### src/rtl/wb_stage_pkg.sv
// Shared types and constants for the write-back stage.
// Load-op encodings, bus widths and the WB pipeline register layout.
package wb_stage_pkg;

  localparam logic [2:0] LOAD_NONE = 3'd0;
  localparam logic [2:0] LOAD_LB   = 3'd1;
  localparam logic [2:0] LOAD_LBU  = 3'd2;
  localparam logic [2:0] LOAD_LH   = 3'd3;
  localparam logic [2:0] LOAD_LHU  = 3'd4;
  localparam logic [2:0] LOAD_LW   = 3'd5;

  localparam int WB_TO_ID_WD = 38;

  typedef struct packed {
    logic        valid;
    logic [31:0] pc;
    logic        rf_we;
    logic [4:0]  waddr;
    logic [31:0] result;
    logic [2:0]  load_op;
    logic [1:0]  addr_lo;
  } wb_reg_t;

  function automatic logic is_load(input logic [2:0] op);
    return (op >= LOAD_LB) && (op <= LOAD_LW);
  endfunction

endpackage

### src/rtl/wb_stage_load_align.sv
// Load data extraction: picks byte/halfword/word from SRAM data.
// In: load_op, addr_lo, rdata, result. Out: wdata.
module load_align
  import wb_stage_pkg::*;
(
  input  logic [2:0]  load_op,
  input  logic [1:0]  addr_lo,
  input  logic [31:0] rdata,
  input  logic [31:0] result,
  output logic [31:0] wdata
);

  logic [7:0]  byte_v;
  logic [15:0] half_v;

  always_comb begin
    byte_v = rdata[{addr_lo, 3'b000} +: 8];
    half_v = addr_lo[1] ? rdata[31:16] : rdata[15:0];
    wdata  = result;
    unique case (1'b1)
      (load_op == LOAD_LB):  wdata = {{24{byte_v[7]}}, byte_v};
      (load_op == LOAD_LBU): wdata = {24'b0, byte_v};
      (load_op == LOAD_LH):  wdata = {{16{half_v[15]}}, half_v};
      (load_op == LOAD_LHU): wdata = {16'b0, half_v};
      (load_op == LOAD_LW):  wdata = rdata;
      default:               wdata = result;
    endcase
  end

endmodule

### src/rtl/wb_stage.sv
// Write-back stage: WB register, load alignment, regfile port, trace.
// In: stall/flush, mem_* bundle, SRAM rdata. Out: rf_*, wb_to_id, debug_*.
module wb_stage
  import wb_stage_pkg::*;
(
  input  logic                   clk,
  input  logic                   resetn,
  input  logic                   stall,
  input  logic                   flush,
  input  logic                   mem_valid,
  input  logic [31:0]            mem_pc,
  input  logic                   mem_rf_we,
  input  logic [4:0]             mem_rf_waddr,
  input  logic [31:0]            mem_result,
  input  logic [2:0]             mem_load_op,
  input  logic [1:0]             mem_addr_lo,
  input  logic [31:0]            data_sram_rdata,
  output logic                   rf_we,
  output logic [4:0]             rf_waddr,
  output logic [31:0]            rf_wdata,
  output logic [WB_TO_ID_WD-1:0] wb_to_id,
  output logic [31:0]            debug_wb_pc,
  output logic [3:0]             debug_wb_rf_wen,
  output logic [4:0]             debug_wb_rf_wnum,
  output logic [31:0]            debug_wb_rf_wdata
);

  wb_reg_t     wb_q, wb_d;
  logic        rd_held_q, rd_held_d;
  logic [31:0] rd_hold_q, rd_hold_d;
  logic [31:0] ld_src;
  logic [31:0] wdata_final;
  logic        capture;

  // SRAM data is only live on the first WB cycle; keep it if we stall.
  assign capture = stall & wb_q.valid & is_load(wb_q.load_op) & ~rd_held_q;

  always_comb begin
    wb_d      = wb_q;
    rd_held_d = rd_held_q;
    rd_hold_d = rd_hold_q;
    if (flush) begin
      wb_d      = '0;
      rd_held_d = 1'b0;
    end else if (stall) begin
      if (capture) begin
        rd_held_d = 1'b1;
        rd_hold_d = data_sram_rdata;
      end
    end else begin
      wb_d.valid   = mem_valid;
      wb_d.pc      = mem_pc;
      wb_d.rf_we   = mem_rf_we;
      wb_d.waddr   = mem_rf_waddr;
      wb_d.result  = mem_result;
      wb_d.load_op = mem_load_op;
      wb_d.addr_lo = mem_addr_lo;
      rd_held_d    = 1'b0;
    end
  end

  always_ff @(posedge clk or negedge resetn) begin
    if (!resetn) begin
      wb_q      <= '0;
      rd_held_q <= 1'b0;
      rd_hold_q <= '0;
    end else begin
      wb_q      <= wb_d;
      rd_held_q <= rd_held_d;
      rd_hold_q <= rd_hold_d;
    end
  end

  assign ld_src = rd_held_q ? rd_hold_q : data_sram_rdata;

  load_align u_load_align (
    .load_op (wb_q.load_op),
    .addr_lo (wb_q.addr_lo),
    .rdata   (ld_src),
    .result  (wb_q.result),
    .wdata   (wdata_final)
  );

  // Forwarding stays asserted under stall; the regfile write does not.
  assign wb_to_id = {wb_q.valid & wb_q.rf_we, wb_q.waddr, wdata_final};

  assign rf_we    = wb_q.valid & wb_q.rf_we & ~stall;
  assign rf_waddr = wb_q.waddr;
  assign rf_wdata = wdata_final;

  assign debug_wb_pc       = wb_q.pc;
  assign debug_wb_rf_wen   = {4{rf_we}};
  assign debug_wb_rf_wnum  = rf_waddr;
  assign debug_wb_rf_wdata = rf_wdata;

endmodule
### config.mk
export PLATFORM = sky130hd
export DESIGN_NAME = wb_stage
export DESIGN_NICKNAME = d
export VERILOG_FILES = /design/src/rtl/wb_stage_pkg.sv /design/src/rtl/wb_stage_load_align.sv /design/src/rtl/wb_stage.sv
export SDC_FILE = /design/constraint.sdc
export NUM_CORES = 1
export LEC_CHECK = 0
export BUFFER_PORTS_ARGS = -buffer_cell sky130_fd_sc_hd__buf_4
export CORE_ASPECT_RATIO = 0.6
export CORE_MARGIN = 5
export CORE_UTILIZATION = 46
export CTS_BUF_LIST = sky130_fd_sc_hd__clkbuf_8
export DETAILED_ROUTE_END_ITERATION = 12
export PLACE_DENSITY_LB_ADDON = 0.2
export SYNTH_ARGS = -nofsm -noshare
export SYNTH_HDL_FRONTEND = slang
export SYNTH_SLANG_ARGS = --single-unit
### constraint.sdc
create_clock -name clk -period 2.4 [get_ports clk]
set_input_delay 0.36 -clock clk [delete_from_list [all_inputs] [get_ports clk]]
set_output_delay 0.36 -clock clk [all_outputs]
set_load 0.005 [all_outputs]
== Word level (Yosys, flattened, before mapping) ==
Index checks and enable logic that the tools add are counted.
Storage, ports and cells
  register bits after elaboration: 109
  input bits: 112
Cells by class
  $lt $le $gt $ge: 2
  eq/ne operators: 7
  shift-type cells: 1
  muxes and demuxes: 8
  bitwise logic cells: 8
  reductions and logical operators: 2
Operator list (count)
  32-bit case mux with 5 select lines: 1
  76-bit two-way mux: 2
  32-bit two-way mux: 1
  32-bit by 6-bit variable part select with 8-bit output: 1
  16-bit two-way mux: 1
  3-bit by 2-bit equality test with 1-bit output, second input constant: 2
  3-bit equality test, second input constant: 2
  1-bit bitwise AND: 5
  3-bit by 1-bit equality test with 1-bit output, second input constant: 1
  3-bit by 1-bit >= comparator with 1-bit output, second input constant: 1
  3-bit <= comparator, second input constant: 1
  1-bit two-way mux: 3
  3-bit by 1-bit != test with 1-bit output, second input constant: 1
  1-bit NOT: 3
  3-bit AND reduction: 1
  2-bit by 1-bit != test with 1-bit output, second input constant: 1
  1-bit logical AND: 1

== Depth between registers and ports, before layout ==
  word-level depth: 7
  gate-level depth with buffers: 10
  gate-level depth less buffers: 6

== Modules after synthesis ==
A second synthesis with hierarchy kept.
Unflattened totals
  cell total of the unflattened synthesis: 683
  area total of the unflattened synthesis: 6996.7 µm²
By module, submodules not included
  wb_stage: instances 1, cells each 473, area an instance 5660.4 µm²
  load_align: instances 1, cells each 210, area an instance 1336.3 µm²

== Least setup slack after synthesis ==
No wires, ideal clock.
  kind: reg2out
  start point: register wb_q[3] (netlist bit)
  end point: output port rf_wdata[2]
  arrival time: 2229 ps
  setup slack: -189 ps
  stages on the path, launching flop included: 10
  buffers on the path: 4
  cells stage by stage: dfrtp_1 -> clkbuf_1 -> inv_1 -> ha_1 -> or2_1 -> clkbuf_1 -> clkbuf_1 -> nor2_1 -> a31oi_1 -> buf_4
On the way
  longest elaborated chain between the ends: 2
  elaborated cells on any way between the ends: 6
RTL lines
  start: declaration: RTL line wb_stage.sv:28  | wb_reg_t wb_q, wb_d;
  start signal: assignment: RTL line wb_stage.sv:68  | wb_q <= wb_d;
  3-bit equality test, or another cell as far along: RTL line wb_stage_load_align.sv:25  | (load_op == LOAD_LW): wdata = rdata;
  32-bit case mux with 5 select lines (*): RTL line wb_stage_load_align.sv:20  | unique case (1'b1)
  end: declaration: RTL line wb_stage.sv:20  | output logic [31:0] rf_wdata,
Mark *: on every way between the ends. The rest lies on a longest branch, timed or not.

== Worst setup path in the final report ==
  start point: register wb_q[1] (netlist bit)
  end point: output port wb_to_id[15]
On the way
  longest elaborated chain between the ends: 2
  elaborated cells on any way between the ends: 3
RTL lines
  32-bit by 6-bit variable part select with 8-bit output / 16-bit two-way mux (equally long branches): RTL line wb_stage_load_align.sv:17, wb_stage_load_align.sv:18
  32-bit case mux with 5 select lines (*): RTL line wb_stage_load_align.sv:20
  end: declaration: RTL line wb_stage.sv:21  | output logic [WB_TO_ID_WD-1:0] wb_to_id,
Marks and branches as above.

==> qor.yml <==
drt:
  wl_um: 20600
  num_vias: 5355
  drtPass1Iterations: 5
  wl_per_cell_um: 20.4
  route.detailed.drc: 0
  ant_nets: 0
  vias_per_cell: 5.31
  drt_iter0_markers: 242
die:
  ioPinCount: 261
  rows: 34
  die_x_um: 166
  die-area_sq_um: 17200
  core_region_area_sq_um: 14400
  initial_core_util_pct: 46.7
  fp.dieH_um: 104
cells_and_area:
  final_cell_mix: "274 x buf_4, 104 x dfrtp_1, 102 x nor2_1"
  drive_above_1_share_pct: 51.2
  nets: 919
  fin_cells: 1008
  area_growth_pct: 37.5
  antenna_cells: 0
  final_common_cell: "buf_4"
pwr:
  clkPwrFrac_pct: 23.3
  internal_power_mw: 3.63
  power_leakage_nw: 4.55
  p_seq_share_pct: 42.4
  pwr-share-comb_pct: 34.3
  ir_worst_vdd_mv: 0.303
  p_switching_mw: 1.66
  powerDensity_nw_per_um2: 571
  swShare_pct: 31.4
global_routing:
  grt_pass1_vias: 5607
  track_usage_pct: 22.3
  antenna_found_initial: 0
  grt_first_pass_wirelength_um: 31100
  grt_max_degree: 77
  overflow: 0
synthesis:
  synth_seq_area_share_pct: 40.5
  avgSynthCellArea_sq_um: 10.7
  synth_edf_count: 0
  synth_cell_types: 41
  synth_area_sq_um: 6730
  synthArstFlopShare_pct: 100
  synth-main-ff-cell: "dfrtp_1"
  postSynthCellCount: 629
  syn_nets: 743
  synth_warnings: 0
  synth_seq_cells: 109
timing:
  drv_slew: 0
  finalSetupViolations: 96
  finalWorstSetupSlack_ns: -0.306
  worstMarginPinSlew_ns: 0.837
  worst_clock_skew_ns: 0.00731
  rsz0062_at_grt: "true"
  hold_viol_final: 0
  period_needed_ns: 2.71
  slew_headroom_pct: 44.2
  tns_ns: -23.25
  fin_crit_sh_pct: 113
  clock.fmax_ghz: 0.369
clock_tree:
  cts_tree: "yes"
  cts_max_path_buffers: 2
  cts_max_level: 3
  clock-sinks: 109
  clock_latency_ns: 0.38
  cts.clk_slew.worst_paths_ns: 0.12
  root_buffer: "clkbuf_8"
  numCtsBuffers: 9
setup_path:
  worstSetupStartpointType: "register"
  arrival_ns: 2.35
  endpoint_kind: "output port"
  crit_chain: "buf_4, mux2i_4, a22oi_2, a41o_4, a31o_4, buf_16, o22a_4, buf_4"
  required_ns: 2.04
  cpPeakStageDelay_ns: 0.48
  crit_type: "register to output port"
  crit_path_frequent_cell: "buf_4"
  slowest_stage: "dfrtp_2"
  timing.critical_path.buf_inv: 3
  crit_family: "compound AO/OA/AOI/OAI gates"
  cp_max_fo: 8
placement:
  portBuffers: 260
  numPlacedInstances: 960
  gp_congestion: 0.897
  hpwlAfterDp_um: 14400
run:
  cap_viol_max_count: 0
outcome:
  violations: "setup timing"
  outcome: "finished, violations left"
min_path:
  hp-class: "input port to register"
path summary, 6_finish.rpt:
path                                     startpoint                          end  slack (ns)  depth (start not counted)
min in group asynchronous                    resetn         wb_q[32]$_DFFE_PN0N_        0.46                          2
min reg2reg                rd_hold_q[3]$_DFFE_PN0P_     rd_hold_q[3]$_DFFE_PN0P_        0.51                          1
max in group asynchronous                    resetn  debug_wb_pc[28]$_DFFE_PN0N_        1.29                          3
max reg2reg                     wb_q[4]$_DFFE_PN0N_     rd_hold_q[6]$_DFFE_PN0P_        0.18                          8
min                                      mem_pc[19]  debug_wb_pc[19]$_DFFE_PN0N_        0.21                          3
max                             wb_q[1]$_DFFE_PN0N_                 wb_to_id[15]       -0.31                          8
sequential cells by signal, summed over array words and instances, names as in the netlist:
register          flops
debug_wb_pc          32
debug_wb_rf_wnum      5
rd_held_q             1
rd_hold_q            32
wb_q                 39
power by group through the flow:
stage | clock network, mW | logic, mW | registers (mW)
2_1_floorplan | 0 | 0.986 | 2.19
3_3_place_gp | 0 | 1.50 | 2.23
3_5_place_dp | 0 | 1.53 | 2.25
4_1_cts | 1.26 | 1.71 | 2.22
5_1_grt | 1.34 | 1.94 | 2.27
6_report | 1.23 | 1.81 | 2.24
synth_stat cells (3+ instances only):
master	count	area share, %
inv_1	4	0.22
mux4_2	11	3.7
o22a_1	31	4.0
clkbuf_1	15	0.84
mux2_2	7	1.2
buf_2	6	0.45
o22ai_1	8	0.74
buf_6	7	1.2
mux2i_1	113	17
nor2b_1	4	0.37
nand2_1	12	0.67
buf_4	119	13
o21ai_1	3	0.22
a31oi_1	8	0.74
dfrtp_1	109	41
mux2_1	32	5.4
nor2_1	104	5.8
buf_1	8	0.45
stage by stage:
step / hold slack (ns) / util, % / setup slack (ns) / power [mW] / instance area [sq um]
finish: 0.207 / 64.2 / -0.306 / 5.29 / 9260
global route: 0.188 / 64.2 / -0.392 / 5.55 / 9260
CTS: 0.187 / 61.2 / -0.289 / 5.19 / 8830
detailed placement: 0.372 / 56.4 / 0.0203 / 3.78 / 8140
global placement: 0.357 / 56.4 / 0.0439 / 3.73 / 8140
floorplan: 0.0644 / - / 0.0328 / 3.18 / 6760
timing repair:
action	in CTS	in global routing
hold buffers	1	0
endpoints found under the hold margin	35	0
buffers inserted	12	16
setup endpoints to repair	96	96
pin swaps	30	10
gates resized for setup	70	57
gates cloned	3	1
layer usage:
metal	share of wire [%]	wire length (um)	track usage, %
met5	0	0	0
met4	1.8	378	5.83
met3	6.4	1320	5.33
met2	48	9940	36.5
met1	43	8920	29.8
kinds of logic (layout without fill, tap and decap cells):
family | Yosys count | count (layout) | synth area share, %
AND/OR/NAND/NOR | 133 | 133 | 8.23
multiplexers | 164 | 164 | 27.2
AO/OA/AOI/OAI | 60 | 60 | 7.10
flip-flops | 109 | 109 | 40.5
buffers and inverters | 160 | 341 | 16.4
XOR/XNOR | 1 | 1 | 0.130
adder cells (fa/ha/maj) | 2 | 2 | 0.372
worst min-delay path: stages:
cell     delay (ns)
buf_4          0.07
mux2i_1        0.05
nor2_1         0.07
final cells by class:
| type | count | area [sq um] |
|---|---|---|
| Inverter | 5 | 18.8 |
| Multi-Input combinational cell | 360 | 3340 |
| Fill cell | 1091 | 5160 |
| Sequential cell | 109 | 2730 |
| Tap cell | 198 | 248 |
| Timing Repair Buffer | 320 | 2710 |
| Clock buffer | 10 | 138 |
| Clock inverter | 6 | 76.3 |
No activity file was read; power rests on OpenSTA's default activity.
